==> config.mk <==
export PLATFORM = sky130hd
export DESIGN_NAME = vtage_update_ctrl
export DESIGN_NICKNAME = d
export VERILOG_FILES = /design/src/rtl/vtage_update_ctrl.sv
export SDC_FILE = /design/constraint.sdc
export NUM_CORES = 1
export LEC_CHECK = 0
export CORE_MARGIN = 2
export CORE_UTILIZATION = 52
export CTS_CLUSTER_DIAMETER = 120
export DETAILED_ROUTE_END_ITERATION = 10
export PLACE_DENSITY = 0.77
export SYNTH_ARGS = -nofsm -noshare
export SYNTH_HDL_FRONTEND = slang
export SYNTH_SLANG_ARGS = --single-unit
==> constraint.sdc <==
create_clock -name clk_i -period 4.1 [get_ports clk_i]
set_input_delay 0.41 -clock clk_i [delete_from_list [all_inputs] [get_ports clk_i]]
set_output_delay 0.41 -clock clk_i [all_outputs]
set_load 0.01 [all_outputs]
==> src/rtl/vtage_update_ctrl.sv <==
// Training controller for one vtage_bank: buffers committed outcomes, looks each up
// through the feedback port, issues registered update strobes, and runs useful-bit sweeps.
module vtage_update_ctrl #(
    parameter int P_NUM_PRED    = 2,
    parameter int P_NUM_ENTRIES = 256,
    parameter int P_TAG_WIDTH   = 8,
    parameter int P_FIFO_DEPTH  = 8,
    parameter int P_FAIL_THR    = 16,
    localparam int LP_INDEX_WIDTH = $clog2(P_NUM_ENTRIES)
) (
    input  logic                                          clk_i,
    input  logic                                          rst_i,
    input  logic [P_NUM_PRED-1:0]                         cm_valid_i,
    input  logic [P_NUM_PRED-1:0][LP_INDEX_WIDTH-1:0]     cm_index_i,
    input  logic [P_NUM_PRED-1:0][P_TAG_WIDTH-1:0]        cm_tag_i,
    input  logic [P_NUM_PRED-1:0][LP_INDEX_WIDTH-1:0]     cm_pred_value_i,
    input  logic [P_NUM_PRED-1:0][LP_INDEX_WIDTH-1:0]     cm_actual_value_i,
    output logic                                          cm_ready_o,
    output logic [P_NUM_PRED-1:0][LP_INDEX_WIDTH-1:0]     fb_index_o,
    output logic [P_NUM_PRED-1:0][P_TAG_WIDTH-1:0]        fb_tag_o,
    input  logic [P_NUM_PRED-1:0]                         fb_tag_match_i,
    input  logic [P_NUM_PRED-1:0]                         fb_alloc_avail_i,
    output logic [P_NUM_PRED-1:0][LP_INDEX_WIDTH-1:0]     ud_index_o,
    output logic [P_NUM_PRED-1:0]                         ud_incr_conf_o,
    output logic [P_NUM_PRED-1:0]                         ud_rst_conf_o,
    output logic [P_NUM_PRED-1:0]                         ud_incr_use_o,
    output logic [P_NUM_PRED-1:0]                         ud_decr_use_o,
    output logic [P_NUM_PRED-1:0]                         ud_rst_use_o,
    output logic [P_NUM_PRED-1:0]                         ud_load_tag_o,
    output logic [P_NUM_PRED-1:0]                         ud_load_value_o,
    output logic [P_NUM_PRED-1:0][P_TAG_WIDTH-1:0]        ud_tag_o,
    output logic [P_NUM_PRED-1:0][LP_INDEX_WIDTH-1:0]     ud_value_o,
    output logic                                          busy_o
);

    localparam int LP_PTR_W  = $clog2(P_FIFO_DEPTH);
    localparam int LP_CNT_W  = LP_PTR_W + 1;
    localparam int LP_FAIL_W = $clog2(P_FAIL_THR + 1);
    localparam logic [LP_INDEX_WIDTH-1:0] LP_LAST_BASE = LP_INDEX_WIDTH'(P_NUM_ENTRIES - P_NUM_PRED);

    typedef struct packed {
        logic [LP_INDEX_WIDTH-1:0] index;
        logic [P_TAG_WIDTH-1:0]    tag;
        logic [LP_INDEX_WIDTH-1:0] pred;
        logic [LP_INDEX_WIDTH-1:0] act;
    } req_t;

    typedef enum logic [1:0] {S_IDLE, S_UPDATE, S_SWEEP} state_t;

    state_t                    state_q;
    logic [LP_PTR_W-1:0]       wr_ptr_q, rd_ptr_q;
    logic [LP_CNT_W-1:0]       count_q;
    logic [LP_FAIL_W-1:0]      fail_q;
    logic [LP_INDEX_WIDTH-1:0] sweep_base_q;
    req_t                      fifo_mem [P_FIFO_DEPTH];

    logic [P_NUM_PRED-1:0][LP_INDEX_WIDTH-1:0] ud_index_q, ud_value_q;
    logic [P_NUM_PRED-1:0][P_TAG_WIDTH-1:0]    ud_tag_q;
    logic [P_NUM_PRED-1:0] incr_conf_q, rst_conf_q, incr_use_q, decr_use_q;
    logic [P_NUM_PRED-1:0] rst_use_q, load_tag_q, load_value_q;

    req_t                head;
    logic [LP_PTR_W-1:0] wr_addr [P_NUM_PRED];
    logic [LP_CNT_W-1:0] push_cnt;
    logic                lane0_pending, hazard, pop, hit, avail, correct;
    logic                unused_fb;

    assign cm_ready_o = (count_q <= LP_CNT_W'(P_FIFO_DEPTH - P_NUM_PRED));
    assign head       = fifo_mem[rd_ptr_q];
    assign hit        = fb_tag_match_i[0];
    assign avail      = fb_alloc_avail_i[0];
    assign correct    = (head.pred == head.act);
    assign unused_fb  = ^{fb_tag_match_i, fb_alloc_avail_i};

    // Any lane-0 strobe still on the update port means the bank has not yet absorbed that write.
    assign lane0_pending = incr_conf_q[0] | rst_conf_q[0] | incr_use_q[0] | decr_use_q[0]
                         | rst_use_q[0] | load_tag_q[0] | load_value_q[0];
    assign hazard = lane0_pending && (ud_index_q[0] == head.index);
    assign pop    = (state_q != S_SWEEP) && (count_q != '0) && !hazard;
    assign busy_o = (count_q != '0) || (state_q != S_IDLE);

    // Valid lanes are packed into consecutive slots in lane order.
    always_comb begin
        push_cnt = '0;
        for (int l = 0; l < P_NUM_PRED; l++) begin
            wr_addr[l] = wr_ptr_q + push_cnt[LP_PTR_W-1:0];
            if (cm_ready_o && cm_valid_i[l]) push_cnt = push_cnt + LP_CNT_W'(1);
        end
    end

    always_comb begin
        fb_index_o = '0;
        fb_tag_o   = '0;
        if (count_q != '0) begin
            fb_index_o[0] = head.index;
            fb_tag_o[0]   = head.tag;
        end
    end

    always_ff @(posedge clk_i) begin
        for (int l = 0; l < P_NUM_PRED; l++) begin
            if (cm_ready_o && cm_valid_i[l])
                fifo_mem[wr_addr[l]] <= {cm_index_i[l], cm_tag_i[l], cm_pred_value_i[l], cm_actual_value_i[l]};
        end
    end

    always_ff @(posedge clk_i or posedge rst_i) begin
        if (rst_i) begin
            state_q      <= S_IDLE;
            wr_ptr_q     <= '0;
            rd_ptr_q     <= '0;
            count_q      <= '0;
            fail_q       <= '0;
            sweep_base_q <= '0;
            ud_index_q   <= '0;
            ud_tag_q     <= '0;
            ud_value_q   <= '0;
            incr_conf_q  <= '0;
            rst_conf_q   <= '0;
            incr_use_q   <= '0;
            decr_use_q   <= '0;
            rst_use_q    <= '0;
            load_tag_q   <= '0;
            load_value_q <= '0;
        end else begin
            wr_ptr_q <= wr_ptr_q + push_cnt[LP_PTR_W-1:0];
            if (pop) rd_ptr_q <= rd_ptr_q + LP_PTR_W'(1);
            count_q <= count_q + push_cnt - LP_CNT_W'(pop);

            ud_index_q   <= '0;
            ud_tag_q     <= '0;
            ud_value_q   <= '0;
            incr_conf_q  <= '0;
            rst_conf_q   <= '0;
            incr_use_q   <= '0;
            decr_use_q   <= '0;
            rst_use_q    <= '0;
            load_tag_q   <= '0;
            load_value_q <= '0;

            case (state_q)
                S_IDLE, S_UPDATE: begin
                    state_q <= S_IDLE;
                    if (pop) begin
                        state_q       <= S_UPDATE;
                        ud_index_q[0] <= head.index;
                        if (hit) begin
                            if (correct) begin
                                incr_conf_q[0] <= 1'b1;
                                incr_use_q[0]  <= 1'b1;
                            end else begin
                                rst_conf_q[0]   <= 1'b1;
                                decr_use_q[0]   <= 1'b1;
                                load_value_q[0] <= 1'b1;
                                ud_value_q[0]   <= head.act;
                            end
                        end else if (avail) begin
                            load_tag_q[0]   <= 1'b1;
                            load_value_q[0] <= 1'b1;
                            rst_conf_q[0]   <= 1'b1;
                            rst_use_q[0]    <= 1'b1;
                            ud_tag_q[0]     <= head.tag;
                            ud_value_q[0]   <= head.act;
                        end else begin
                            decr_use_q[0] <= 1'b1;
                            if (fail_q >= LP_FAIL_W'(P_FAIL_THR - 1)) begin
                                fail_q  <= LP_FAIL_W'(P_FAIL_THR);
                                state_q <= S_SWEEP;
                            end else begin
                                fail_q <= fail_q + LP_FAIL_W'(1);
                            end
                        end
                    end
                end
                S_SWEEP: begin
                    for (int l = 0; l < P_NUM_PRED; l++) begin
                        rst_use_q[l]  <= 1'b1;
                        ud_index_q[l] <= sweep_base_q + LP_INDEX_WIDTH'(l);
                    end
                    if (sweep_base_q == LP_LAST_BASE) begin
                        sweep_base_q <= '0;
                        fail_q       <= '0;
                        state_q      <= S_IDLE;
                    end else begin
                        sweep_base_q <= sweep_base_q + LP_INDEX_WIDTH'(P_NUM_PRED);
                    end
                end
                default: state_q <= S_IDLE;
            endcase
        end
    end

    assign ud_index_o      = ud_index_q;
    assign ud_tag_o        = ud_tag_q;
    assign ud_value_o      = ud_value_q;
    assign ud_incr_conf_o  = incr_conf_q;
    assign ud_rst_conf_o   = rst_conf_q;
    assign ud_incr_use_o   = incr_use_q;
    assign ud_decr_use_o   = decr_use_q;
    assign ud_rst_use_o    = rst_use_q;
    assign ud_load_tag_o   = load_tag_q;
    assign ud_load_value_o = load_value_q;

endmodule

==> results list, run 1 <==
* Critical Path, Cell by Cell: buf_4 -> mux4_2 -> mux2i_1 -> buf_4 -> xnor2_1 -> nor2_1 -> nand4_2 -> nand3_2 -> inv_1 -> ha_1 -> inv_1 -> ha_1 -> fa_1 -> xor2_1
* Area share of the leading cell type in the synthesized netlist: 0.4856
* Number of global-route vias before repair: between 9,000 and 10,000
- For this block, the initial DRC count from the detailed router was ~740.
* Die area: 31,860 um2
* Fill cell total of the finished layout: 2,151
- Post-CTS Repair Setup Buffers: 0
- The region available for standard cell placement spans between 20,000 and 30,000 um2.
- Crit-path max cell delay: 560 ps
* Min setup slack post-route: 465.8 ps
- VDD sags by at most 0.0004469 V.
* Worst slew margin relative to its limit: 0.2935
- Setup Viol. Count Final: 0
- In this run the worst hold path is classified as primary input to asynchronous set/reset pin.
- Buffers placed on the I/O ports in this run total 127.
- Yosys top cell by area: sky130_fd_sc_hd__edfxtp_1
- Detailed routing inserted a total of approximately 9,000 vias.
* I/O pin count: 168
- The final hold violation count came to 0.
- The initial utilization of the core area, before any placement, comes to 0.5313.
- The floorplan has 63 rows.
- Critical path endpoint category: register
- Global Route Usage Sum: 0.2443
* Highest fanout seen on the critical path: 19
- Data required time at the worst endpoint: 4500 ps
- Number of sinks handled by clock tree synthesis: 318
* TritonCTS buffer count: 34
- Clk buf depth: 3
- For this run, the leading register cell type out of synthesis is sky130_fd_sc_hd__edfxtp_1.
- In the final routed layout, each cell accounts on average for 24.15 um.
- In this run the number of H-tree levels came out at 2.
* Post-layout total power: ~13 mW
* Number of enable flip-flop cells after synthesis: 256
- Total iterations of the first detailed-routing run: 5
- In this run the remaining antenna-violating nets after routing total 0.
- Measured on the finished design, the core utilization comes to 0.6307.
- Compared with the post-synthesis result, the final layout area differs by 18.70%.
- Classification of the worst setup path: register to register
- The initial antenna violation count is 2.
- Share of cells above drive strength 1: 0.3704
* Global-route wire length before repair: 57.52 mm
- Aggregate global routing overflow: 0
* Power Dens Cells: 705.1 nW/um2
- Setup repair after global routing left no endpoint under its margin.
* Number of nets in the finished design: between 1,000 and 1,500
* Clock transition time at the flip-flop clock pins of the worst setup and hold paths: 60 ps
- The max-slew violation count was 0.
* Post-placement setup slack: about 430 ps
- CTS placed an instance of sky130_fd_sc_hd__clkbuf_16 at the clock tree root.
* Unique masters post-synth: 50
- Yosys printed 0 warnings.
- Post-Synthesis Cells: about 1,000
- Kind of cell adding the most delay to the critical path: adder cells
- List of most frequent post-synthesis cells: sky130_fd_sc_hd__edfxtp_1 (256), sky130_fd_sc_hd__mux2_2 (256), sky130_fd_sc_hd__dfrtp_1 (62)
* Cell with the largest stage delay on the worst path: sky130_fd_sc_hd__mux4_2
- In the finished design, the share of the clock period the worst path needs comes to 0.8864.
- Worst Path Buf+Inv: 4
- Tightest Pin Transition: 1056 ps
* Die Ht: ~180 um
- The clock period could shrink to roughly 3600 ps.
* Hold buffer count at cts: 0
- Netlist area before placement: 15,830 um2
* Clock latency of the later-clocked register in the worst-skew pair: 510 ps
* Proportion of synthesized flip-flops having asynchronous set or reset: 0.1950
- In the post-synthesis netlist, the biggest area contributors are sky130_fd_sc_hd__edfxtp_1 (49%), sky130_fd_sc_hd__mux2_2 (18%), sky130_fd_sc_hd__dfrtp_1 (9.8%).
- Routability congestion estimate from global placement: 0.8339
- In this run the static leakage power is roughly 6.9 nW.
* Seq cells post-synth: ~320
* Max-cap violations: 0
* Setup skew after layout: about 16 ps
* X dimension of the die: around 180 um
- Via-per-instance ratio: 5.914
- In the routed design, unresolved DRC markers number 0.
- Averaged over all synthesized cells, the footprint is 15.88 um2.
- Status: finished, final reports clean
* Final hold slack: between 400 and 500 ps
* DP HPWL: around 23 mm
- Of the synthesized area, sequential elements account for 0.5836.
- Entering global routing, the biggest net connects 51 pins.
- TritonCTS built the clock tree.
- Summed over all layers, the routed wires come to 37.70 mm.
- Kind of start point of the critical path: register
- Maximum frequency from static timing analysis: 0.2752 GHz
* Data arrival time at the worst-slack endpoint: ~4000 ps
- Post-CTS repair changed the size of 0 cells.
where the power goes:
group          internal (mW)  total (mW)  leakage (nW)  switching (mW)
Sequential              4.49        4.89          3.11           0.400
Combinational           2.55        5.28          3.23            2.73
Clock                   1.83        3.08         0.563            1.25
Total                   8.88        13.3          6.90            4.38
cells by family after synthesis:
family                   count (synthesis)  synth area share
multiplexers                           358            0.2941
flip-flops                             318            0.5836
buffers and inverters                  124           0.04118
AND/OR/NAND/NOR                        117           0.03651
AO/OA/AOI/OAI                           35           0.01510
XOR/XNOR                                27           0.01494
adder cells (fa/ha/maj)                 17           0.01438
other                                    1         0.0002369
through the flow:
step | instance area, um2 | std cells | setup TNS, ps
after CTS | 18790 | 1559 | 0
after detailed placement | 17660 | 1497 | 0
after global placement | 17660 | 1497 | 0
after floorplan | 15980 | 1034 | -687.2
final | 18790 | 1561 | 0
after global routing | 18790 | 1561 | 0
layout make-up:
cell class | instances | area, um2 | share of cell area
sequential | 318 | 9245 | 0.4920
tap | 390 | 488.0 | 0.02597
multi-input combinational | 592 | 6176 | 0.3286
clock inverter | 8 | 38.79 | 0.002064
timing repair buffer | 167 | 1634 | 0.08696
inverter | 30 | 112.6 | 0.005992
antenna | 2 | 5.005 | 0.0002663
clock buffer | 54 | 1092 | 0.05813
placed cells by master, fill, tap and decap left out, types with 6 or more instances in the layout:
cell type / n
sky130_fd_sc_hd__mux2_2: 256
sky130_fd_sc_hd__nor2_1: 43
sky130_fd_sc_hd__clkinv_2: 7
sky130_fd_sc_hd__xor2_1: 8
sky130_fd_sc_hd__nand2_1: 24
sky130_fd_sc_hd__edfxtp_1: 256
sky130_fd_sc_hd__inv_1: 29
sky130_fd_sc_hd__o31ai_1: 7
sky130_fd_sc_hd__clkbuf_8: 6
sky130_fd_sc_hd__mux4_2: 60
sky130_fd_sc_hd__o21ai_0: 6
sky130_fd_sc_hd__conb_1: 38
sky130_fd_sc_hd__clkbuf_16: 39
sky130_fd_sc_hd__dfrtp_1: 59
sky130_fd_sc_hd__mux2i_1: 41
sky130_fd_sc_hd__buf_4: 35
sky130_fd_sc_hd__ha_1: 15
sky130_fd_sc_hd__clkdlybuf4s50_1: 127
sky130_fd_sc_hd__clkbuf_1: 9
sky130_fd_sc_hd__xnor2_1: 19
flip-flops by register name, indices dropped and copies added, names as in the netlist, 2 cells and up:
register / flops
count_q: 4
fail_q: 5
fifo_mem: 256
rd_ptr_q: 3
state_q: 2
sweep_base_q: 7
ud_index_o: 16
ud_rst_use_o: 2
ud_tag_o: 8
ud_value_o: 8
wr_ptr_q: 3
per-layer routing:
layer	GRT usage	vias up	part of all wire
met3	0.03794	69	0.071
met4	0.06911	0	0.024
met2	0.4117	380	0.50
met5	0	-	0
li1	-	4061	-
met1	0.3306	4722	0.41
worst paths after layout:
kind | to | from | slack, ps | cells past startpoint
setup / recovery | count_q[2] | rd_ptr_q[1] | 470 | 14
setup reg to reg | count_q[2] | rd_ptr_q[1] | 470 | 14
min in group clk_i | fail_q[0] | fail_q[0] | 500 | 1
hold / removal | state_q[1] | rst_i | 450 | 2
hold reg to reg | fail_q[0] | fail_q[0] | 500 | 1
max in group asynchronous | ud_rst_use_o[0] | rst_i | 2800 | 3
No activity file was read; power rests on OpenSTA's default activity.
==> run 2, diff against run 1 <==
--- a/config.mk
+++ b/config.mk
@@ -13,3 +13,4 @@
 export SYNTH_ARGS = -nofsm -noshare
 export SYNTH_HDL_FRONTEND = slang
 export SYNTH_SLANG_ARGS = --single-unit
+export TNS_END_PERCENT = 10
==> results of run 2 <==
The final DEF is identical to that of run 1; final timing and power are the same.
==> run 3, diff against run 2 <==
--- a/config.mk
+++ b/config.mk
@@ -5,7 +5,6 @@
 export SDC_FILE = /design/constraint.sdc
 export NUM_CORES = 1
 export LEC_CHECK = 0
-export CORE_MARGIN = 2
 export CORE_UTILIZATION = 52
 export CTS_CLUSTER_DIAMETER = 120
 export DETAILED_ROUTE_END_ITERATION = 10
==> run 3 against run 2 <==
Compared with the run above:
- clock-buffer cell count rose by 2
- routed wire length fell by 1.5%
- register-to-register slack got worse by 150 ps
- sequential power rose by 0.8%
- critical endpoint unchanged
- largest cell class unchanged
- highest routed layer unchanged
- via count fell by 0.89%
- first-iteration DRC count rose by 22%
- clock power fell by 2%
- utilization barely moved
- fmax fell by 4.0%
- design area barely moved
- global-route usage rose by 0.11 points
- die area fell by 2.2%
==> results list, run 3 (synthesis gave the netlist of run 1 again) <==
* Die Ht: 176.5 um
* Inst Count DP: 1,492
* Setup Viol. Count Final: 0
- Share of the core filled with cells in the final layout: 0.6309
- Worst R2R Start: rd_ptr_q[1]
* Leading cell types in the layout, fill and taps excluded: sky130_fd_sc_hd__mux2_2 (256), sky130_fd_sc_hd__edfxtp_1 (256), sky130_fd_sc_hd__clkdlybuf4s50_1 (127)
* RSZ-0062 raised after global routing: false
- After global routing the overflow that remains totals 0.
- Largest register FFs: 256
- The most critical setup path has its startpoint at rd_ptr_q[1].
- Number of sinks handled by clock tree synthesis: 318
* Worst Path Buf+Inv: 2
- Hold buffer count at cts: 0
- The via count of the first global-routing pass came to 9,324.
- Data arrival time at the worst-slack endpoint: 4180 ps
- The region available for standard cell placement spans roughly 30,000 um2.
- Worst slew margin relative to its limit: 0.2672
- Clock transition time at the flip-flop clock pins of the worst setup and hold paths: around 60 ps
- TritonCTS built the clock tree.
- After layout, the worst setup slack is approximately 310 ps.
- Share of cells above drive strength 1: 0.3617
* Crit-path max cell delay: 710 ps
- Class of the worst hold path: primary input to asynchronous set/reset pin
- Timing would allow up to ~0.26 GHz.
- Measured in cells, the most critical reg-to-reg path has a length of 12.
- Internal reg-to-reg setup slack: around 310 ps
- In this run the cell area measured after placement is 17,710 um2.
- Wire segments on met3 add up to 2.482 mm in the final route.
* Post-placement setup slack: between 300 and 400 ps
- For the pin with the worst max-slew slack, the measured transition is 1095 ps.
- The first detailed-routing pass took 5 iterations.
* Clock root buffer master: sky130_fd_sc_hd__clkbuf_16
* Die area: 31,150 um2
- Entering global routing, the biggest net connects 39 pins.
* Cell with the largest stage delay on the worst path: sky130_fd_sc_hd__dfrtp_4
* Syn-to-layout area delta: 18.74%
- The clock passes through at most 3 buffers.
* Final TNS setup: 0 ps
- Post-CTS Repair Setup Buffers: 0
- In the routed design, unresolved DRC markers number 0.
- Uppermost layer routed: met4
* Final std cell area, no fill: 18,800 um2
- In this run the worst path has a maximum fanout of 20.
- For the worst setup path, the data required time is approximately 4500 ps.
- In this design, the largest share of critical-path delay is due to multiplexers.
- After detailed routing, the number of vias per cell comes to roughly 5.9.
- The initial utilization of the core area, before any placement, comes to 0.5313.
- Summed over all nets, wire length on met2 after detailed routing comes to 18.26 mm.
- Number of antenna violations at the first check in global routing: 1
* WP depth: 12
- Counting I/O delays and the setup requirement, the final critical path takes approximately 3800 ps.
- Power Dens Cells: 704.5 nW/um2
* DP HPWL: 22.71 mm
* Detail-routed net length per standard cell: 23.88 um
- Final max-slew violation count: 0
* Final hold slack: 296.1 ps
- X dimension of the die: 176.5 um
- The detail route stage leaves a number of antenna-violating nets equal to 0.
* Row count: 63
- For this block, wires on met1 add up to 15.66 mm.
- The most critical setup path has its endpoint at count_q[2].
- Summed over all cells, the static leakage comes to ~6.9 nW.
* Post-layout instance count excluding filler cells: 1,555
* I/O pin count: 168
- The signal on the critical path passes through mux4_2 -> mux2i_1 -> xnor2_1 -> nor4_2 -> nand4_2 -> nand3_2 -> inv_1 -> ha_1 -> inv_1 -> ha_1 -> fa_1 -> xor2_1.
- Number of nets in the finished design: roughly 1,200
* Classification of the worst setup path: register to register
* Post-layout total power: 13.24 mW
* Final number of hold-violating endpoints: 0
* Total wire length after detailed routing: 37.14 mm
- Dividing the final minimum period by the clock period gives 0.9234.
- Reg2Reg Capture Point: count_q[2]
* Count of cells resized by post-cts repair: 0
- Setup skew after layout: 18.64 ps
- VDD sags by at most 0.0003594 V.
* TritonCTS buffer count: 34
- The detailed router finished its first iteration with 902 violations.
* Clock H-tree levels: 2
- Critical path endpoint category: register
* Number of I/O port buffers: about 130
* Kind of start point of the critical path: register
- For this run, the total global-route usage over all layers was measured as 0.2454.
- Routability congestion estimate from global placement: 0.8403
- Via count: ~9,000
- Clock latency of the later-clocked register in the worst-skew pair: ~520 ps
* Global-route wire length before repair: 56.52 mm
- Status: finished, final reports clean
- The tool flagged a number of max-cap violations equal to 0.
run 3: how the worst min path moves through the flow:
stage                     slack [ps]   endpoint       from
final                            300  fail_q[1]      rst_i
after detailed placement         500  fail_q[0]  fail_q[0]
after floorplan                  470  fail_q[0]  fail_q[0]
after CTS                        310  fail_q[4]      rst_i
after global routing             350  fail_q[4]      rst_i
after global placement           490  fail_q[0]  fail_q[0]
run 3: cell type report:
type	instances	area, um2
fillers	2148	11000
flip-flops and latches	318	9245
multi-input cells	592	6176
repair buffers	162	1684
clock buffers	56	1027
well taps	390	488.0
inverters	30	112.6
clock inverters	6	62.56
diodes	1	2.502
run 3: layer usage:
metal | vias up | GRT usage
li1 | 4043 | -
met1 | 4671 | 0.3375
met2 | 384 | 0.4054
met3 | 52 | 0.03553
met4 | 0 | 0.07399
met5 | - | 0
run 3: where the power goes:
| group | leakage, nW | internal [mW] | switching, mW | total, mW |
|---|---|---|---|---|
| Clock | 0.526 | 1.78 | 1.23 | 3.02 |
| Combinational | 3.23 | 2.60 | 2.70 | 5.30 |
| Sequential | 3.11 | 4.49 | 0.434 | 4.93 |
==> edit 1: new RTL, config.mk and constraints of run 1 <==
`P_TAG_WIDTH`: 8 -> 10.
--- a/src/rtl/vtage_update_ctrl.sv
+++ b/src/rtl/vtage_update_ctrl.sv
@@ -3,7 +3,7 @@
 module vtage_update_ctrl #(
     parameter int P_NUM_PRED    = 2,
     parameter int P_NUM_ENTRIES = 256,
-    parameter int P_TAG_WIDTH   = 8,
+    parameter int P_TAG_WIDTH   = 10,
     parameter int P_FIFO_DEPTH  = 8,
     parameter int P_FAIL_THR    = 16,
     localparam int LP_INDEX_WIDTH = $clog2(P_NUM_ENTRIES)
Interface: changed (resized cm_tag_i, fb_tag_o and ud_tag_o); port bits go from 168 to 180. No check against the original RTL was run, so the function may have changed too.
==> edit 1 against run 1 <==
- power is 6.4% higher
- synthesized area is 6.1% higher
- design area rose by 6.1%
- clock power up 7.1%
- fmax fell by 2.0%
- critical path type unchanged
- routed wire length up 3.5%
- setup slack got worse by 74 ps
- worst hold slack better by 12 ps
- utilization is 0.19 points lower
- sequential cell count grew 18
==> edit 1: results <==
group,metric,value,unit
placement,dp_slack,497,ps
pwr,p_comb_share,40.5,%
global_route,grt_pass1_vias,9970,
pwr,power.switching,4660,uW
yosys,synth_adder_area_share,1.36,%
global_route,use_met3,4.52,%
routing,vias,9646,
yosys,ys_top_cells_by_count,"mux2_2, edfxtp_1, dfrtp_1",
pwr,pg_seq,5080,uW
routing,drt-total-wl,39000,um
critical_path,crit_family,"simple AND/OR/NAND/NOR gates",
cells_and_area,fin_nets,1303,
cells_and_area,stdcell_count,1645,
cells_and_area,largest_reg_flops,272,
yosys,ys_async_sr_fraction,19.0,%
yosys,synthCells,1057,
clocking,numCtsBuffers,37,
sta,worstMarginPinSlew,1100,ps
global_route,grt_max_degree,44,
pwr,leakage,0.00721,uW
placement,dpl_cell_area,0.0187,mm^2
routing,drt_iter0_markers,619,
clocking,clock_latency,530,ps
cells_and_area,final_layout_size_suffix_gt1_share,37.2,%
yosys,yosysSeqAreaShare,58.1,%
critical_path,cp_max_fo,34,
sta,finalClockSkew,14.1,ps
placement,portBuffers,135,
yosys,synth_compound_area_share,2.03,%
critical_path,worstPathArrival,4050,ps
placement,dpl.hpwl,24800,um
outcome,status,"finished, final reports clean",
==> edit 1: cell types whose count changed after synthesis, sizes merged, moves of 4 or more <==
cell / before / now
o31ai: 8 / 1
mux2: 257 / 280
nor2: 43 / 47
inv: 30 / 20
nor3: 3 / 12
o21bai: 3 / 9
edfxtp: 256 / 272
and2: 3 / 7
clkbuf: 21 / 30
==> edit 1: path summary, 6_finish.rpt <==
path                                              from                           to  slack [ps]  depth (start not counted)
max in group asynchronous                        rst_i      rd_ptr_q[0]$_DFFE_PP0N_        2660                          3
max reg2reg                    rd_ptr_q[1]$_DFFE_PP0N_      ud_value_o[4]$_DFF_PP0_         390                          8
min in group clk_i         sweep_base_q[3]$_DFFE_PP0P_  sweep_base_q[3]$_DFFE_PP0P_         510                          1
min                                              rst_i        ud_tag_o[2]$_DFF_PP0_         460                          2
max                            rd_ptr_q[1]$_DFFE_PP0N_      ud_value_o[4]$_DFF_PP0_         390                          8
min reg2reg                sweep_base_q[3]$_DFFE_PP0P_  sweep_base_q[3]$_DFFE_PP0P_         510                          1
==> edit 1: kinds of logic (layout without fill, tap and decap cells) <==
family	count (synthesis)	after routing
XOR/XNOR	30	30
buffers and inverters	121	261
other	1	47
AO/OA/AOI/OAI	43	43
flip-flops	336	336
multiplexers	379	379
adder cells (fa/ha/maj)	17	17
AND/OR/NAND/NOR	130	130
==> edit 1: final cells by class <==
class | count | area [um^2]
Timing Repair Buffer | 174 | 1770
Clock buffer | 49 | 1030
Antenna cell | 5 | 12.5
Fill cell | 2260 | 11800
Inverter | 20 | 75.1
Clock inverter | 18 | 179
Multi-Input combinational cell | 641 | 6600
Tap cell | 402 | 503
Sequential cell | 336 | 9780
==> edit 2: new RTL, settings of run 1 <==
Without the edit above. Re-encode `state_t` (3 states) as one-hot, 3 bits wide.
--- a/src/rtl/vtage_update_ctrl.sv
+++ b/src/rtl/vtage_update_ctrl.sv
@@ -45,7 +45,7 @@
         logic [LP_INDEX_WIDTH-1:0] act;
     } req_t;
 
-    typedef enum logic [1:0] {S_IDLE, S_UPDATE, S_SWEEP} state_t;
+    typedef enum logic [2:0] {S_IDLE = 3'b001, S_UPDATE = 3'b010, S_SWEEP = 3'b100} state_t;
 
     state_t                    state_q;
     logic [LP_PTR_W-1:0]       wr_ptr_q, rd_ptr_q;
Behaviour: no difference found for any inputs over 4 cycles, from zero or initial values and one cycle with rst_i high; so few cycles prove little.
==> edit 2 against run 1 <==
- worst hold slack got worse by 61 ps
- power increased by 0.33%
- cell count increased by 1.1%
- synthesized cell count increased by 1.9%
- clock skew increased by 4.3 ps
- sequential cell count increased by 1
- design area increased by 0.69%
- first-iteration DRC count decreased by 12%
- setup slack got worse by 23 ps
- synthesized area increased by 0.92%
- sequential share of layout area decreased by 0.20 points
- sequential power decreased by 2%
- routed wire length decreased by 2.6%
==> edit 2: results <==
group,metric,value,unit
clocking,numCtsBuffers,35,
placement,dp_slack,517,ps
yosys,ys_top_cells_by_count,"edfxtp_1, mux2_2, dfrtp_1",
routing,drt_iter0_markers,645,
critical_path,cp_max_fo,23,
floorplan,die-width,179,um
yosys,synth_seq_cells,319,
cells_and_area,multi_input_comb_cells,619,
pwr,leakage,0.00687,uW
yosys,ys_async_sr_fraction,19.7,%
cells_and_area,diodes,0,
global_route,grt_pass1_wl,56000,um
yosys,synthCells,1016,
cells_and_area,final_layout_size_suffix_gt1_share,35.5,%
placement,gp_congestion,0.804,
pwr,power.switching,4440,uW
pwr,switching_share,33.4,%
outcome,status,"finished, final reports clean",
placement,dpl_cell_area,0.0178,mm^2
cells_and_area,multi_input_area,0.00632,mm^2
sta,worstMarginPinSlew,907,ps
global_route,grt_max_degree,53,
clocking,clock_latency,530,ps
critical_path,cp_slowest_cell,"dfrtp_2",
routing,drt-total-wl,36700,um
cells_and_area,fin_nets,1244,
## edit 2: changes by cell type in the layout (fill, tap and decap cells not counted), sizes merged, moves of 6 or more
| cell | change |
|---|---|
| nor3 | +21 |
| buf | -8 |
| inv | -8 |
| nor2 | -8 |
| xor2 | +7 |
| a22oi | +6 |
| mux4 | -6 |
| o21bai | +6 |
| o31ai | -6 |
## edit 2: logic make-up (layout without fill, tap and decap cells)
group                    count (synthesis)  count (layout)  share of synthesized area [%]
AO/OA/AOI/OAI                           48              48                           2.26
XOR/XNOR                                30              30                           1.64
adder cells (fa/ha/maj)                 17              17                           1.43
buffers and inverters                  115             244                           3.92
flip-flops                             319             319                           58.0
multiplexers                           357             357                           28.7
other                                    1              38                         0.0235
AND/OR/NAND/NOR                        129             129                           4.04
## edit 2: metal layers
layer / up-vias / track usage, % / share of wire (%)
li1: 4142 / - / -
met1: 4688 / 31.6 / 40
met2: 380 / 39.3 / 50
met3: 77 / 4.62 / 7.6
met4: 6 / 6.75 / 2.5
met5: - / 0 / 0.10
